## config.mk

```make
export PLATFORM = sky130hd
export DESIGN_NAME = bus_combiner_n
export DESIGN_NICKNAME = d
export VERILOG_FILES = /design/src/rtl/bus_combiner_n.sv
export SDC_FILE = /design/constraint.sdc
export NUM_CORES = 1
export LEC_CHECK = 0
export BUFFER_PORTS_ARGS = -buffer_cell sky130_fd_sc_hd__clkbuf_2
export CAP_MARGIN = 20
export CORE_ASPECT_RATIO = 1.75
export CORE_MARGIN = 4
export CORE_UTILIZATION = 30
export CTS_BUF_LIST = sky130_fd_sc_hd__clkbuf_16
export CTS_CLUSTER_SIZE = 12
export DETAILED_ROUTE_END_ITERATION = 16
export PLACE_DENSITY_LB_ADDON = 0.08
export SYNTH_ARGS = -nofsm -noshare
export SYNTH_HDL_FRONTEND = slang
export SYNTH_SLANG_ARGS = --single-unit
```

## constraint.sdc

```tcl
create_clock -name clk -period 2.36 [get_ports clk]
set_clock_uncertainty 0.2 [all_clocks]
set_input_delay 0 -clock clk [delete_from_list [all_inputs] [get_ports clk]]
set_output_delay 0 -clock clk [all_outputs]
set_load 0.01 [all_outputs]
```

## src/rtl/bus_combiner_n.sv

```systemverilog
// Parametrised multi-channel bus combiner (AND / OR / lowest-index priority).
// It also detects cycles where channels overlap and keeps per-frame collision statistics.
module bus_combiner_n #(
  parameter int WIDTH  = 8,
  parameter int NUM_CH = 4,
  parameter int CNT_W  = 8
) (
  input  logic                    clk,
  input  logic                    reset,
  input  logic                    enable,
  input  logic [1:0]              mode,
  input  logic                    start_of_frame,
  input  logic [NUM_CH*WIDTH-1:0] ch_data,
  input  logic [NUM_CH-1:0]       ch_valid,
  output logic [WIDTH-1:0]        out_data,
  output logic                    out_valid,
  output logic                    collision_pulse,
  output logic                    frame_collision,
  output logic [CNT_W-1:0]        collision_count,
  output logic [CNT_W-1:0]        last_frame_count
);

  logic [WIDTH-1:0] ch_arr [NUM_CH];

  generate
    for (genvar gi = 0; gi < NUM_CH; gi++) begin : g_ch
      assign ch_arr[gi] = ch_data[gi*WIDTH +: WIDTH];
    end
  endgenerate

  logic [WIDTH-1:0] and_acc, or_acc, pri_acc, comb_sel;
  logic             any_valid, multi_valid, overlap;

  logic [WIDTH-1:0] data_q, data_d;
  logic             valid_q, valid_d;
  logic             pulse_q, pulse_d;
  logic             flag_q, flag_d;
  logic [CNT_W-1:0] count_q, count_d;
  logic [CNT_W-1:0] last_q, last_d;

  // Walk from the highest index down so the lowest valid channel lands in pri_acc last.
  always_comb begin
    and_acc     = '1;
    or_acc      = '0;
    pri_acc     = '0;
    any_valid   = 1'b0;
    multi_valid = 1'b0;
    for (int i = NUM_CH - 1; i >= 0; i--) begin
      if (ch_valid[i]) begin
        and_acc = and_acc & ch_arr[i];
        or_acc  = or_acc | ch_arr[i];
        pri_acc = ch_arr[i];
        if (any_valid) multi_valid = 1'b1;
        any_valid = 1'b1;
      end
    end
  end

  always_comb begin
    comb_sel = and_acc;
    case (mode)
      2'b01:   comb_sel = or_acc;
      2'b10:   comb_sel = pri_acc;
      default: comb_sel = and_acc;
    endcase
  end

  assign overlap = enable & multi_valid;

  always_comb begin
    data_d  = (enable && any_valid) ? comb_sel : '0;
    valid_d = enable & any_valid;
    pulse_d = overlap;
    flag_d  = flag_q;
    count_d = count_q;
    last_d  = last_q;
    // An overlap coinciding with the frame strobe is credited to the new frame.
    if (start_of_frame) begin
      last_d  = count_q;
      flag_d  = overlap;
      count_d = overlap ? CNT_W'(1) : '0;
    end else if (overlap) begin
      flag_d = 1'b1;
      if (count_q != {CNT_W{1'b1}}) count_d = count_q + CNT_W'(1);
    end
  end

  always_ff @(posedge clk or posedge reset) begin
    if (reset) begin
      data_q  <= '0;
      valid_q <= 1'b0;
      pulse_q <= 1'b0;
      flag_q  <= 1'b0;
      count_q <= '0;
      last_q  <= '0;
    end else begin
      data_q  <= data_d;
      valid_q <= valid_d;
      pulse_q <= pulse_d;
      flag_q  <= flag_d;
      count_q <= count_d;
      last_q  <= last_d;
    end
  end

  assign out_data         = data_q;
  assign out_valid        = valid_q;
  assign collision_pulse  = pulse_q;
  assign frame_collision  = flag_q;
  assign collision_count  = count_q;
  assign last_frame_count = last_q;

endmodule

```

==> summary.md <==
| Metric | Value |
|---|---|
| Post-Route WL | 6040 um |
| Critical path capture point type | register |
| Switch share | 28.7% |
| R2r worst-path depth | 5 |
| Clock Power Share | 31.3% |
| Fill cells | 647 |
| ANT cells | 0 |
| Die Y-Extent | 115 um |
| Crit Path Category | in -> reg |
| WL per Instance | 16.6 um |
| Peak VDD IR | 0.223 mV |
| Multi-input gate area | 0.00115 sq mm |
| Post-CTS Setup Bufs | 0 |
| RSZ-0062 raised after global routing | false |
| Starting Density | 31.3% |
| Tot Pwr | 1.22 mW |
| Comb pwr share | 27.2% |
| Synth Flop Type | dfrtp_1 |
| R2r endpoint | collision_count[3]$_DFFE_PP0P_ |
| First-pass GRT wire length | 10,000 um |
| Syn avg cell area | 9.66 sq um |
| Hold endpoint | out_data[6]$_DFF_PP0_ |
| Die width | 69.4 um |
| CP max FO | 2 |
| Max cap viols | 0 |
| Sequential cell area | 676 sq um |
| Clock Path Buffers | 2 |
| Static Leakage | 1.19 nW |
| Final Critical Period | 2.21 ns |
| Clock Latency Late Sink | 0.26 ns |
| Total CTS buffers | 3 |
| Post-Syn Instances | 205 |
| Seq/Total Area, Yosys | 34.1% |
| Min-Delay Path Class | in -> reg |
| Hpwl dp | 4580 um |
| Sequential share of power | 41.6% |
| Commonest non-fill, non-tap cell in the layout | clkbuf_2 |
| # IOs | 69 |
| RePlAce Congestion | 0.800 |
| Power Internal | 871 uW |
| Worst setup SP type | input pin |
| Outcome | finished, final reports clean |
| Final setup fails | 0 |
| Commonest non-fill, non-tap cells in the layout | 68 x clkbuf_2, 27 x dfrtp_1, 17 x nor2b_1, 17 x dlygate4sd3_1, 14 x a22oi_1 |
| Synth warn | 0 |
| GRT Util Overall | 15.5% |
| Largest net degree at the start of global routing | 30 |
| Psw | 351 uW |
| Synth Register Bits | 27 |
| Final Hold Vio Count | 0 |
| DRC | 0 |
| Full die area | 0.00802 sq mm |
| R2R setup slack | 0.48 ns |
| Htree depth | 1 |
| Total vias in the final route | 1,968 |
| Headroom to the max-slew limit | 49.0% |
| Clock transition at path regs | 0.06 ns |
| Final ANT Viol Nets | 0 |
| Final period utilization | 93.6% |
| 1st-iter DRT viols | 75 |
| Core ar. | 0.00632 sq mm |
| Nets | 329 |
| GR Overflow Total | 0 |
| Clk sinks | 27 |
| Final core utilization | 41.2% |
| Clock root buffer | clkbuf_16 |
| Pwr dens | 469 mW/mm^2 |
| Cell Area, Synth | 0.00198 sq mm |
| Fmax | 453 MHz |
| Layout cells sized above 1 | 33.6% |
| Worst Hold Path Cells | 4 |
| # port buffers | 68 |
| CP arrival | 2.19 ns |
| Req. time, crit path | 2.34 ns |
| Worst reg2reg path startpoint | collision_count[0]$_DFFE_PP0P_ |
| Antenna violations before repair | 0 |
| Post-synth ARST share | 100% |
| Post-synthesis cell type count | 47 |
| Final hold slack | 0.00896 ns |
| CTS tree | yes |
| Setup TNS Final | 0 ns |
| Final number of max-transition violations | 0 |
| P&R area growth vs syn | 31.4% |
| Vias in the first global route | 2,110 |
| Initial DRT Pass Iterations | 4 |
| Vias per std cell | 5.42 |
| Worst-margin pin slew | 0.762 ns |
| EDFF count, synth | 0 |
| Hold path start | ch_data[6] |
| Syn_nets | 250 |
| Num rows | 38 |
## Yosys cell counts, drive strengths merged (7+ instances only)
cell | count | area [sq um]
o31a | 8 | 70.1
nand2 | 12 | 45.0
a311oi | 7 | 61.3
a211oi | 8 | 60.1
nand3b | 8 | 60.1
inv | 12 | 45.0
nor2b | 17 | 106
buf | 12 | 90.1
mux2 | 10 | 120
dfrtp | 27 | 676
nor3 | 9 | 55.1
o22ai | 8 | 50.1
a22oi | 14 | 105
## how the worst max path moves through the flow
stage / startpoint / end / slack (ns) / depth (start not counted)
finish: ch_data[13] / out_data[5]$_DFF_PP0_ / 0.15 / 7
global route: ch_valid[1] / out_data[5]$_DFF_PP0_ / 0.09 / 8
CTS: ch_valid[1] / out_data[5]$_DFF_PP0_ / 0.16 / 8
detailed placement: collision_count[0]$_DFFE_PP0P_ / collision_count[3]$_DFFE_PP0P_ / 0.49 / 5
global placement: collision_count[0]$_DFFE_PP0P_ / collision_count[3]$_DFFE_PP0P_ / 0.51 / 5
floorplan: collision_count[0]$_DFFE_PP0P_ / collision_count[3]$_DFFE_PP0P_ / 0.58 / 5
## metal layers
metal / share of wire, % / track usage [%]
met5: 0 / 0
met4: 1.6 / 6.78
met3: 4.6 / 2.43
met2: 58 / 31.0
met1: 36 / 15.5
## cell type report
type / instances / area share [%]
clock buffers: 3 / 2.88
flip-flops and latches: 27 / 26.0
repair buffers: 90 / 21.1
inverters: 12 / 1.73
multi-input cells: 150 / 44.4
well taps: 80 / 3.85
clock inverters: 1 / 0.144
## timing repair
| item | 4_1_cts | 5_1_grt |
|---|---|---|
| endpoints found under the setup margin | 0 | 0 |
| resized for setup | 0 | 0 |
| hold endpoints to repair | 36 | 0 |
| hold buffers | 17 | 0 |
## worst max-delay path: stages
cell and delay (ns):
dlygate4sd3_1 0.53, clkbuf_2 0.12, o22ai_1 0.07, dlygate4sd3_1 0.57, o31a_1 0.23, dlygate4sd3_1 0.55
nor3_1 0.12
## registers in the layout, summed over array words and instances (netlist names)
register,flops
collision_count,8
out_valid,1
frame_collision,1
last_frame_count,8
collision_pulse,1
out_data,8
## power by group through the flow
| stage | clock (mW) | combinational [mW] | sequential (mW) |
|---|---|---|---|
| floorplan | 0 | 0.177 | 0.529 |
| finish | 0.382 | 0.332 | 0.508 |
| global placement | 0 | 0.304 | 0.516 |
| global route | 0.413 | 0.366 | 0.511 |
| detailed placement | 0 | 0.304 | 0.517 |
| CTS | 0.398 | 0.336 | 0.508 |
## cells by family after synthesis
kind of cell             count (synthesis)  share of synthesized area, %
AO/OA/AOI/OAI                           66                          25.6
adder cells (fa/ha/maj)                  4                          2.46
buffers and inverters                   28                          7.58
flip-flops                              27                          34.1
multiplexers                            10                          6.06
AND/OR/NAND/NOR                         70                          24.2
## per-stage QoR
stage / std cells / area (sq um) / setup WS [ns]
6_report: 363 / 2600 / 0.150
5_1_grt: 363 / 2600 / 0.0928
4_1_cts: 363 / 2600 / 0.164
3_3_place_gp: 342 / 2350 / 0.510
2_1_floorplan: 205 / 1980 / 0.579
3_5_place_dp: 342 / 2350 / 0.490
(Power assumes the default switching activity.)
